<file path="config.mk">
export PLATFORM = sky130hd
export DESIGN_NAME = wb_arbiter
export DESIGN_NICKNAME = d
export VERILOG_FILES = /design/src/rtl/wb_pkg.sv /design/src/rtl/wb_fifo.sv /design/src/rtl/wb_arbiter.sv
export SDC_FILE = /design/constraint.sdc
export NUM_CORES = 1
export LEC_CHECK = 0
export CORE_MARGIN = 3
export CORE_UTILIZATION = 50
export CTS_CLUSTER_DIAMETER = 100
export DETAILED_ROUTE_END_ITERATION = 8
export PLACE_DENSITY = 0.73
export SYNTH_ARGS = -nofsm -noshare
export SYNTH_HDL_FRONTEND = slang
export SYNTH_SLANG_ARGS = --single-unit
</file>
<file path="constraint.sdc">
create_clock -name clk -period 11.49 [get_ports clk]
set_input_delay 2.298 -clock clk [delete_from_list [all_inputs] [get_ports clk]]
set_output_delay 2.298 -clock clk [all_outputs]
set_load 0.01 [all_outputs]
</file>
<file path="src/rtl/wb_pkg.sv">
// Shared definitions for the register-file write arbiter: register select width,
// default geometry and the queue entry layout.
package wb_pkg;

    localparam int REG_BITS  = 3;
    localparam int DEF_WIDTH = 16;
    localparam int DEF_DEPTH = 4;

    typedef struct packed {
        logic [REG_BITS-1:0]  regsel;
        logic [DEF_WIDTH-1:0] data;
    } wb_entry_t;

endpackage

</file>
<file path="src/rtl/wb_fifo.sv">
// In-order write queue with two push ports (push0 lands ahead of push1), one pop
// port, and an oldest-first view of every slot for the hazard/bypass search.
module wb_fifo
    import wb_pkg::*;
#(
    parameter int  DEPTH   = DEF_DEPTH,
    parameter type entry_t = wb_entry_t,
    localparam int PW      = $clog2(DEPTH)
)(
    input  logic               clk,
    input  logic               rst,
    input  logic               push0,
    input  entry_t             din0,
    input  logic               push1,
    input  entry_t             din1,
    input  logic               pop,
    output entry_t             head,
    output logic [PW:0]        count,
    output entry_t [DEPTH-1:0] view,
    output logic [DEPTH-1:0]   view_vld
);

    entry_t        mem [DEPTH];
    logic [PW-1:0] rptr;
    logic [PW-1:0] wptr;
    logic [PW-1:0] wptr1;
    logic [1:0]    npush;

    assign npush = {1'b0, push0} + {1'b0, push1};
    // push1 takes the slot after push0 when both arrive together
    assign wptr1 = push0 ? wptr + PW'(1) : wptr;
    assign head  = mem[rptr];

    always_ff @(posedge clk) begin
        if (push0) mem[wptr]  <= din0;
        if (push1) mem[wptr1] <= din1;
    end

    always_ff @(posedge clk) begin
        if (!rst) begin
            rptr  <= '0;
            wptr  <= '0;
            count <= '0;
        end else begin
            rptr  <= rptr + PW'(pop);
            wptr  <= wptr + PW'(npush);
            count <= count + (PW+1)'(npush) - (PW+1)'(pop);
        end
    end

    always_comb begin
        for (int i = 0; i < DEPTH; i++) begin
            view[i]     = mem[rptr + PW'(i)];
            view_vld[i] = (PW+1)'(i) < count;
        end
    end

endmodule

</file>
<file path="src/rtl/wb_arbiter.sv">
// Merges ALU and load results into a single registered register-file write port
// through an in-order queue, with a youngest-wins bypass query and WAW detection.
module wb_arbiter
    import wb_pkg::*;
#(
    parameter int WIDTH = DEF_WIDTH,
    parameter int DEPTH = DEF_DEPTH
)(
    input  logic                clk,
    input  logic                rst,
    input  logic                alu_valid,
    input  logic [REG_BITS-1:0] alu_regsel,
    input  logic [WIDTH-1:0]    alu_data,
    output logic                alu_ready,
    input  logic                mem_valid,
    input  logic [REG_BITS-1:0] mem_regsel,
    input  logic [WIDTH-1:0]    mem_data,
    output logic                mem_ready,
    output logic                write,
    output logic [REG_BITS-1:0] writeregsel,
    output logic [WIDTH-1:0]    writedata,
    input  logic [REG_BITS-1:0] q_regsel,
    output logic                q_hit,
    output logic [WIDTH-1:0]    q_data,
    output logic                busy,
    output logic                err
);

    localparam int PW = $clog2(DEPTH);

    typedef struct packed {
        logic [REG_BITS-1:0] regsel;
        logic [WIDTH-1:0]    data;
    } entry_t;

    entry_t             head;
    entry_t             mem_ent;
    entry_t             alu_ent;
    entry_t [DEPTH-1:0] view;
    logic [DEPTH-1:0]   view_vld;
    logic [PW:0]        count;
    logic [PW:0]        free_after;
    logic               pop;
    logic               mem_ok;
    logic               alu_ok;
    logic               mem_push;
    logic               alu_push;
    logic               hit;
    logic [WIDTH-1:0]   hit_data;

    assign mem_ent = '{regsel: mem_regsel, data: mem_data};
    assign alu_ent = '{regsel: alu_regsel, data: alu_data};

    // Slots available once this cycle's head has left; the load result claims first.
    assign pop        = (count != '0);
    assign free_after = (PW+1)'(DEPTH) - count + (PW+1)'(pop);
    assign mem_ok     = (free_after != '0);
    assign alu_ok     = ((free_after - (PW+1)'(mem_valid & mem_ok)) != '0);

    assign mem_ready = ~rst | mem_ok;
    assign alu_ready = ~rst | alu_ok;
    assign mem_push  = rst & mem_valid & mem_ok;
    assign alu_push  = rst & alu_valid & alu_ok;

    wb_fifo #(
        .DEPTH   (DEPTH),
        .entry_t (entry_t)
    ) u_fifo (
        .clk      (clk),
        .rst      (rst),
        .push0    (mem_push),
        .din0     (mem_ent),
        .push1    (alu_push),
        .din1     (alu_ent),
        .pop      (pop),
        .head     (head),
        .count    (count),
        .view     (view),
        .view_vld (view_vld)
    );

    // Output register stage: drives the register file one cycle after dequeue
    always_ff @(posedge clk) begin
        if (!rst) begin
            write       <= 1'b0;
            writeregsel <= '0;
            writedata   <= '0;
        end else begin
            write <= pop;
            if (pop) begin
                writeregsel <= head.regsel;
                writedata   <= head.data;
            end
        end
    end

    always_ff @(posedge clk) begin
        if (!rst)
            err <= 1'b0;
        else if (mem_push && alu_push && (mem_regsel == alu_regsel))
            err <= 1'b1;
    end

    // Scan oldest to youngest so the last match is the youngest writer.
    always_comb begin
        hit      = write && (writeregsel == q_regsel);
        hit_data = hit ? writedata : '0;
        for (int i = 0; i < DEPTH; i++) begin
            if (view_vld[i] && (view[i].regsel == q_regsel)) begin
                hit      = 1'b1;
                hit_data = view[i].data;
            end
        end
    end

    assign q_hit  = rst & hit;
    assign q_data = q_hit ? hit_data : '0;
    assign busy   = rst & (pop | write);

endmodule

</file>
Word level (Yosys, flattened, before mapping)
Memories as Yosys holds them, arrays and structs flattened. A register that Yosys moved wholly into a read port is not among the register bits.
Cells that the tools add are included.

storage, ports and cells
  flip-flop bits (word level) = 28
  bits in writable memories = 76
  input bits = 45
  output and inout bits = 41
  word-level logic and storage cells = 67
  memories kept = 1

memory list
  name        words  bits a word  rd ports  clocked after memory_dff  write ports  line           text
  u_fifo.mem  4      19           4         1                         2            wb_fifo.sv:23  entry_t mem [DEPTH];

operators by class
  $add $sub $neg = 12
  order comparisons = 4
  equality and inequality tests = 6
  mux-type cells = 16
  bitwise logic cells = 11
  reduce and logical (&&, ||, !) cells = 10

operators with widths
  cell                 number
  $mux 16              6
  $eq 3x3->1           6
  $reduce_bool 3->1    3
  $mux 1               8
  $and 1x1->1          7
  $logic_and 1x1->1    7
  $lt 1x3->1 const A   2
  $lt 2x3->1 const A   2
  $sub 3x1->3          2
  $add 2x1->2 const B  2
  $add 2x2->2 const B  2
  $mux 2               2
  $add 3x1->3          1
  $add 3x2->3          1
  $or 1x1->1           3
  $sub 3x3->3 const A  1
  $add 1x1->2          1
  $add 2x1->2          1
  $add 2x2->2          1
  $not 1->1            1

Depth between registers and ports, before layout
Gate-level depths: netlist (run 1).

  word-level depth = 10
  depth in mapped cells = 20
  gate-level depth less buffers = 18

Modules after synthesis
A second synthesis (run 1) with hierarchy kept.

second synthesis, totals
  cells, all modules = 562
  area total of the unflattened synthesis = 7742.4 sq um

by module, submodules not included
  module      instances  cells an instance  area each (sq um)  sequential area each (sq um)
  wb_fifo     1          334                5688.0             2422.3
  wb_arbiter  1          228                2054.5             420.4

Worst setup path before layout (run 1)
No wires, ideal clock.

  path type = input to output
  start = input q_regsel[2]
  end = output q_data[10]
  arrival time = 3878 ps
  required time = 9192 ps
  slack = 5314 ps
  cell stages on the path = 7
  buffers on the path = 2
  cells stage by stage = clkbuf_1 xor2_1 nor3_1 clkbuf_1 nand3_1 o21ai_0 o211a_1

on the way
  longest elaborated chain between the ends = 8
  elaborated cells on any way between the ends = 21
  those cells by class = eq/ne: 5; mux: 10; bitwise: 1; reduce/logical: 5

RTL lines
  element                                                line                                  text
  start: declaration                                     wb_arbiter.sv:22                      input logic [REG_BITS-1:0] q_regsel,
  $eq 3x3->1, on equally long branches                   wb_arbiter.sv:106, wb_arbiter.sv:109
  $logic_and 1x1->1, on equally long branches            wb_arbiter.sv:106, wb_arbiter.sv:109
  $mux 16 / $mux 1 (equally long branches)               wb_arbiter.sv:107, wb_arbiter.sv:109
  $mux 16 / $mux 1 (equally long branches) (3 in a row)  wb_arbiter.sv:109                     if (view_vld[i] && (view[i].regsel == q_regsel)) begin
  $mux 16 / $and 1x1->1 (equally long branches)          wb_arbiter.sv:109, wb_arbiter.sv:116
  $mux 16 (*)                                            wb_arbiter.sv:117                     assign q_data = q_hit ? hit_data : '0;
  end: declaration                                       wb_arbiter.sv:24                      output logic [WIDTH-1:0] q_data,

Every way passes the cells marked *; elsewhere a longest branch is shown, timed or not.

Final worst setup path (run 1)
  start = input q_regsel[1]
  end = output q_hit

on the way
  longest elaborated chain between the ends = 7
  elaborated cells on any way between the ends = 15
  those cells by class = eq/ne: 5; mux: 4; bitwise: 1; reduce/logical: 5

RTL lines
  element                                      line                                  text
  $eq 3x3->1, on equally long branches         wb_arbiter.sv:106, wb_arbiter.sv:109
  $logic_and 1x1->1, on equally long branches  wb_arbiter.sv:106, wb_arbiter.sv:109
  $mux 1 (3 in a row)                          wb_arbiter.sv:109
  $mux 1 (*)                                   wb_arbiter.sv:109
  $and 1x1->1 (*)                              wb_arbiter.sv:116                     assign q_hit = rst & hit;
  end: declaration                             wb_arbiter.sv:23                      output logic q_hit,

Marked as above.

==> flow_summary.ini, run 1 <==
[run_status]
status = completed

[detailed_routing]
wl_mm = 18.5
drc = 0
ant_nets = 0
via_per_inst = 6.07
drtIter0Drc = 404
vias = 5480
wl_per_cell_um = 20.5
firstDrtPassIters = 5

[yosys]
synth_edf_count = 76
synth_nets = 724
synth_seq_cells = 104
seq_area_frac_synth_pct = 39.5
synthCells = 665
syn-cell-area_mm2 = 0.00720
syn_avg_cell_area_um2 = 10.8
yosys_warnings = 0
synth_flop_cell = edfxtp_1
ys_async_sr_fraction_pct = 0
ys_types = 49

[power_and_ir_drop]
combPwrFrac_pct = 52.7
irDropWorstVdd_mv = 0.0915
p_sw_share_pct = 40.5
power_frac_seq_pct = 32.6
clockPowerShare_pct = 14.7
p_total_mw = 1.99
leakage_nw = 3.05
p_sw_uw = 807
p_per_area_mw_per_mm2 = 237
p_int_mw = 1.19

[placement]
dp_cells = 887
place_congestion = 0.855
dpl.hpwl_mm = 11.7
placed_area_mm2 = 0.00812
port_buffers = 85

[timing]
setup_viol = 0
fmax_ghz = 0.126
slew_viol_final = 0
worst_slew_pin_slew_ns = 1.20
fin_skew_ns = 0.00881
finalSetupTns_ns = 0
timing.final.crit_share_pct = 68.9
hold_violations = 0
max_slew_margin_pct = 20.0
period_minus_slack_ns = 7.91
rsz0062_at_grt = no

[die]
fp.dieH_um = 126
start_util_pct = 51.5
die_area_mm2 = 0.0159
core_region_area_mm2 = 0.0140
num_rows = 43
num_io_pins = 86
die_w_um = 126

[layout]
fill_cells = 1165
area_growth_pct = 16.6
instances_no_fill = 903
final_nets = 777
multi_input_area_mm2 = 0.00408
drive_above_1_share_pct = 19.2
diodes = 0
design_area_mm2 = 0.00840
register_area_mm2 = 0.00285

[clock_network]
cts_tree = yes
cts_buffers = 9
hold_buffers = 0
cts_root_buffer = clkbuf_16
cts.sinks = 104
post_cts_buffers = 0
path_clk_slew_ns = 0.07
h-tree-depth = 3
cts_resized = 0
clkLatencyLatePin_ns = 0.35
cts_buffer_depth = 2

[critical_path]
critPathMaxStageDelay_ns = 0.70
path_delay_family = compound AO/OA/AOI/OAI gates
cpMaxStageDelayCell = o2111ai_4
path_cells = clkdlybuf4s50_1, nand2b_1, mux2i_1, o2111ai_4, nand3_2, o31a_1, clkdlybuf4s50_1
crit_buf_inv = 2
cp.arrival_ns = 5.61
cp.required_ns = 9.19
path_class = in -> out
crit_fanout = 17
cp_common_cell = clkdlybuf4s50_1
setup.worst_path.end_class = output pin
startpoint_type = input port

[min_path]
holdCritPathClass = reg -> reg

[grt]
grt_start_max_net_pins = 68
grtUsageTotal_pct = 23.3
grt_pass1_wl_mm = 29.3
overflow = 0
grt_pass1_vias = 5550
antenna_found_initial = 0

[run]
cap_violations = 0
==> sequential cells by signal (all words and copies together) (netlist names) <==
name          count
u_fifo.count      3
u_fifo.wptr       2
u_fifo.mem       76
write             1
writeregsel       3
writedata        16
err               1
u_fifo.rptr       2
==> per-layer routing <==
metal,GRT usage (%),wire (um)
met5,0,0
met4,8.77,370
met3,3.31,1000
met2,41.3,9690
met1,28.7,7430
==> kinds of logic (layout without fill, tap and decap cells) <==
group | after synthesis | in the layout | share of synthesized area, %
fa+ha+maj | 14 | 14 | 2.54
mux | 189 | 189 | 29.7
compound gates | 128 | 128 | 11.1
buf+inv | 64 | 122 | 4.08
flops | 104 | 104 | 39.5
xor+xnor | 23 | 23 | 2.90
simple gates | 143 | 143 | 10.2
==> final cells by class <==
| type | count | area share, % |
|---|---|---|
| timing repair buffer | 95 | 11.0 |
| inverter | 11 | 0.492 |
| tap | 180 | 2.68 |
| sequential | 104 | 33.9 |
| multi-input combinational | 497 | 48.6 |
| clock buffer | 12 | 3.05 |
| clock inverter | 4 | 0.238 |
==> stage by stage <==
stage	utilization (%)	hold slack, ns	worst slack [ns]
detailed placement	58.1	0.462	3.62
global route	60.0	0.515	3.45
global placement	58.1	0.449	3.75
CTS	60.0	0.474	3.61
finish	60.0	0.471	3.58
floorplan	-	0.508	5.31
==> layout by cell type (no fill, tap or decap), types with 11 or more instances in the layout <==
| cell | n |
|---|---|
| mux2i_1 | 87 |
| clkdlybuf4s50_1 | 85 |
| mux2_2 | 84 |
| edfxtp_1 | 76 |
| o21ai_0 | 64 |
| nand2_1 | 51 |
| dfxtp_1 | 26 |
| and2_1 | 23 |
| nand3_1 | 17 |
| nor2_1 | 16 |
| a21oi_1 | 16 |
| o22ai_1 | 16 |
| o211a_1 | 16 |
| xnor2_1 | 14 |
| ha_1 | 13 |
| nor3_2 | 11 |
==> power by group through the flow <==
| stage | Combinational [mW] | Clock, mW | Sequential (mW) |
|---|---|---|---|
| 6_report | 1.05 | 0.292 | 0.650 |
| 5_1_grt | 1.14 | 0.310 | 0.666 |
| 4_1_cts | 1.05 | 0.297 | 0.648 |
| 3_5_place_dp | 1.04 | 0 | 0.656 |
| 3_3_place_gp | 1.00 | 0 | 0.645 |
| 2_1_floorplan | 0.764 | 0 | 0.601 |
==> cell usage after synthesis, types with 8 or more instances <==
library cell,instances,area share (%)
a21oi_1,16,1.1
and2_1,23,2.0
buf_2,19,1.3
clkbuf_1,27,1.4
dfxtp_1,28,7.8
edfxtp_1,76,32
ha_1,13,2.3
inv_1,10,0.52
mux2_1,8,1.3
mux2_2,84,13
mux2i_1,87,12
mux4_2,9,2.8
nand2_1,51,2.7
nand3_1,17,1.2
nor2_1,16,0.83
nor3_1,11,0.76
nor3_2,10,1.4
o211a_1,16,2.2
o21ai_0,64,4.4
o22ai_1,16,1.4
xnor2_1,14,1.7
xor2_1,8,0.97
==> path summary, 6_finish.rpt <==
check                               endpoint  slack, ns                       start  cells past startpoint
setup / recovery                       q_hit       3.58                 q_regsel[1]                      7
hold / removal              err$_SDFFE_PN0P_       0.47            err$_SDFFE_PN0P_                      1
hold reg to reg             err$_SDFFE_PN0P_       0.47            err$_SDFFE_PN0P_                      1
setup reg to reg  u_fifo.mem[3][8]$_DFFE_PP_       5.35  u_fifo.count[2]$_SDFF_PN0_                     12
Note: power is estimated with default switching activity, not from simulation.
==> inputs of run 2 (changes only) <==
Settings changed: PLACE_DENSITY 0.73 to 0.76.
Clock period 11.49 ns to 7.2 ns, I/O delays scaled along.
==> flow_summary.ini, run 2 (synthesis gave the netlist of run 1 again) <==
[min_path]
holdCritPathClass = reg -> reg

[critical_path]
critPathMaxStageDelay_ns = 0.96
crit_fanout = 16
startpoint_type = input port
crit_buf_inv = 2
setup.worst_path.end_class = output pin
cp.required_ns = 5.76
cp.arrival_ns = 4.54
cpMaxStageDelayCell = o2111a_1
cp_common_cell = clkdlybuf4s50_1
path_class = in -> out
path_delay_family = compound AO/OA/AOI/OAI gates
path_cells = clkdlybuf4s50_1, or2_2, mux2i_1, o2111a_1, nor3_1, o22ai_1, o211a_1, clkdlybuf4s50_1

[die]
fp.dieH_um = 126
num_rows = 43
start_util_pct = 51.5
die_w_um = 126
num_io_pins = 86
core_region_area_mm2 = 0.0140
die_area_mm2 = 0.0159

[grt]
grtUsageTotal_pct = 23.7
grt_pass1_vias = 5608
antenna_found_initial = 0
overflow = 0
grt_start_max_net_pins = 80
grt_pass1_wl_mm = 29.7

[layout]
final_nets = 780
area_growth_pct = 17.2
largest_reg_flops = 76
largest-register = u_fifo.mem
most-common-layout-cells = 87 x mux2i_1, 85 x clkdlybuf4s50_1, 84 x mux2_2, 76 x edfxtp_1, 64 x o21ai_0
drive_above_1_share_pct = 19.3
final_common_cell = mux2i_1
diodes = 0
fill_cells = 1150
largestRegisters = u_fifo.mem (76), writedata (16)

[detailed_routing]
wl_per_cell_um = 20.7
drc = 0
drtIter0Drc = 429
firstDrtPassIters = 5
via_per_inst = 6.12
ant_nets = 0
wl_mm = 18.8
vias = 5544

[run]
cap_violations = 0

[placement]
dpl.hpwl_mm = 11.9
place_congestion = 0.887
port_buffers = 85

[timing]
period_minus_slack_ns = 5.98
rsz0062_at_grt = no
slew_viol_final = 0
fin_skew_ns = 0.00574
setup_viol = 0
hold_slack_ns = 0.482
fmax_ghz = 0.167
timing.final.crit_share_pct = 83.1
finalSetupTns_ns = 0
hold_violations = 0
worst_slew_pin_slew_ns = 1.15
max_slew_margin_pct = 23.1

[power_and_ir_drop]
irDropWorstVdd_mv = 0.183
p_per_area_mw_per_mm2 = 382
leakage_nw = 3.06

[clock_network]
hold_buffers = 0
cts_resized = 0
cts.sinks = 104
cts_buffers = 9
cts_root_buffer = clkbuf_16
clkLatencyLatePin_ns = 0.36
cts_buffer_depth = 2
path_clk_slew_ns = 0.07
post_cts_buffers = 0
cts_tree = yes
h-tree-depth = 3

[run_status]
status = completed
## run 2: changes by cell type in the layout (fill, tap and decap cells not counted), sizes merged
cell / delta
clkinv: -1
buf: +3
bufinv: +1
## run 2: per-layer routing
layer  wire, um  up-vias  global-route usage, %
met5          0        -                      0
met4        568        0                   10.2
met3       1030       41                   3.31
met2       9390      194                   40.9
met1       7790     2719                   29.7
li1           -     2590                      -
## run 2: area by class of cell
cell class / count / area, um^2 / share of cell area (%)
Timing Repair Buffer: 98 / 948 / 11.2
Multi-Input combinational cell: 497 / 4090 / 48.4
Inverter: 11 / 41.3 / 0.489
Sequential cell: 104 / 2850 / 33.8
Clock buffer: 12 / 246 / 2.92
Tap cell: 180 / 225 / 2.67
Clock inverter: 4 / 43.8 / 0.519
## run 2: report_power, final
| group | leakage, nW | switching, mW | internal, mW |
|---|---|---|---|
| Sequential | 0.928 | 0.189 | 0.847 |
| Clock | 0.144 | 0.220 | 0.277 |
| Combinational | 1.99 | 0.890 | 0.801 |
| Total | 3.06 | 1.30 | 1.93 |
## run 2: path summary, 6_finish.rpt
kind                                   start                         end  slack, ns  cells after the start
setup / recovery                 q_regsel[1]                  q_data[15]       1.22                      8
hold / removal              err$_SDFFE_PN0P_            err$_SDFFE_PN0P_       0.48                      1
setup reg to reg  u_fifo.count[2]$_SDFF_PN0_  u_fifo.mem[0][1]$_DFFE_PP_       2.88                     14
hold reg to reg             err$_SDFFE_PN0P_            err$_SDFFE_PN0P_       0.48                      1
## run 2: metrics by stage
stage / util [%] / std cells / total power [mW] / worst slack [ns] / cell area, um^2
after floorplan: - / 665 / 2.18 / 2.74 / 7200
after global placement: 58.3 / 890 / 2.66 / 1.34 / 8150
after detailed placement: 58.3 / 890 / 2.72 / 1.27 / 8150
after CTS: 60.3 / 906 / 3.23 / 1.25 / 8440
after global routing: 60.3 / 906 / 3.42 / 1.07 / 8440
final: 60.3 / 906 / 3.22 / 1.22 / 8440
==> inputs of run 3 (changes only) <==
Settings changed: PLACE_DENSITY 0.76 to 0.73.
Clock period 7.2 ns to 5.6 ns, I/O delays scaled along.
==> flow_summary.ini, run 3 (synthesis gave the netlist of run 1 again) <==
[timing]
timing.final.crit_share_pct = 93.0
rsz0062_at_grt = no
max_slew_margin_pct = 44.0
fmax_ghz = 0.192
worst_slew_pin_slew_ns = 0.837
slew_viol_final = 0
setup_viol = 0
fin_skew_ns = 0.00959
finalSetupTns_ns = 0
period_minus_slack_ns = 5.21
hold_violations = 0

[critical_path]
setup.worst_path.end_class = output pin
path_delay_family = buffers and inverters
startpoint_type = input port
rr_endpoint = u_fifo.count[2]$_SDFF_PN0_
r2r_start = u_fifo.count[1]$_SDFF_PN0_
r2r_cells = 18
cp.required_ns = 4.48
crit_buf_inv = 2
cp.arrival_ns = 4.09
ff2ff_setup_slack_ns = 1.25
crit_fanout = 17
cp_common_cell = clkdlybuf4s50_1
critPathMaxStageDelay_ns = 0.64
path_class = in -> out
path_cells = clkdlybuf4s50_1, nand2b_1, mux2i_1, o2111ai_4, nand3_2, o31a_1, clkdlybuf4s50_1
cpMaxStageDelayCell = clkdlybuf4s50_1

[run]
cap_violations = 0

[layout]
largestRegisters = u_fifo.mem (76), writedata (16)
largest_reg_flops = 76
most-common-layout-cells = 87 x mux2i_1, 85 x clkdlybuf4s50_1, 84 x mux2_2, 76 x edfxtp_1, 64 x o21ai_0
area_growth_pct = 17.8
final_common_cell = mux2i_1
drive_above_1_share_pct = 20.3
final_nets = 787
diodes = 0
largest-register = u_fifo.mem

[detailed_routing]
wl_per_cell_um = 20.1
drc = 0
wl_mm = 18.3
drtIter0Drc = 320
vias = 5457
ant_nets = 0
via_per_inst = 5.98
firstDrtPassIters = 5

[clock_network]
cts_buffers = 9
cts.sinks = 104
clkLatencyLatePin_ns = 0.36
hold_buffers = 0
cts_buffer_depth = 2
post_cts_buffers = 0
cts_root_buffer = clkbuf_16
cts_resized = 0
path_clk_slew_ns = 0.07
h-tree-depth = 3
cts_tree = yes

[min_path]
min_to = err$_SDFFE_PN0P_
min_from = err$_SDFFE_PN0P_
holdCritPathClass = reg -> reg
hold_depth = 1

[die]
die_w_um = 126
core_region_area_mm2 = 0.0140
num_rows = 43
fp.dieH_um = 126
start_util_pct = 51.5
die_area_mm2 = 0.0159
num_io_pins = 86

[grt]
antenna_found_initial = 0
grt_start_max_net_pins = 52
grtUsageTotal_pct = 23.2
grt_pass1_vias = 5637
grt_pass1_wl_mm = 29.0
overflow = 0

[placement]
place_congestion = 0.859
port_buffers = 85
dpl.hpwl_mm = 12.4

[power_and_ir_drop]
p_per_area_mw_per_mm2 = 485
irDropWorstVdd_mv = 0.277
p_total_mw = 4.11
leakage_nw = 3.09

[run_status]
status = completed
## run 3: cell count changes in the layout (fill, tap and decap cells not counted), sizes merged
cell	change
buf	+7
inv	+3
clkbuf	-2
bufinv	-1
## run 3: worst register-to-register path, delay by kind of cell, from the launching register on
family / cells / cell delay [ns]
compound gates: 1 / 0.52
flops: 1 / 0.33
fa+ha+maj: 6 / 1.57
buf+inv: 3 / 0.22
simple gates: 4 / 1.00
xor+xnor: 4 / 0.61
## run 3: how the worst max path moves through the flow
| stage | startpoint | slack (ns) | to | cells past startpoint |
|---|---|---|---|---|
| 3_3_place_gp | q_regsel[1] | 0.50 | q_hit | 7 |
| 3_5_place_dp | q_regsel[1] | 0.42 | q_hit | 7 |
| 6_report | q_regsel[1] | 0.39 | q_hit | 7 |
| 4_1_cts | q_regsel[1] | 0.41 | q_hit | 7 |
| 5_1_grt | q_regsel[1] | 0.34 | q_hit | 7 |
| 2_1_floorplan | u_fifo.count[1]$_SDFF_PN0_ | 1.42 | u_fifo.count[2]$_SDFF_PN0_ | 20 |
## run 3: cell type report
| class | instances | area [um^2] |
|---|---|---|
| timing repair buffer | 105 | 1000 |
| sequential | 104 | 2850 |
| clock buffer | 10 | 229 |
| clock inverter | 6 | 53.8 |
| tap | 180 | 225 |
| inverter | 11 | 41.3 |
| multi-input combinational | 497 | 4080 |
| fill | 1161 | 5510 |
## run 3: metal layers
layer | share of wire, % | up-vias | global-route usage [%]
li1 | - | 2610 | -
met1 | 41 | 2672 | 27.4
met2 | 52 | 154 | 42.4
met3 | 4.8 | 21 | 5.17
met4 | 1.5 | 0 | 6.31
met5 | 0 | - | 0
## run 3: stage by stage
stage	worst slack [ns]	utilization [%]	cells	hold slack, ns	area [um^2]
4_1_cts	0.407	60.6	913	0.498	8480
2_1_floorplan	1.42	-	665	0.508	7200
3_3_place_gp	0.501	58.6	897	0.449	8200
6_report	0.394	60.6	913	0.490	8480
3_5_place_dp	0.420	58.6	897	0.476	8200
5_1_grt	0.339	60.6	913	0.511	8480
## run 3: report_power, final
part	internal [mW]	switching (mW)	leakage [nW]
combinational	1.04	1.16	2.03
sequential	1.08	0.207	0.928
clock	0.311	0.303	0.141
total	2.44	1.68	3.09
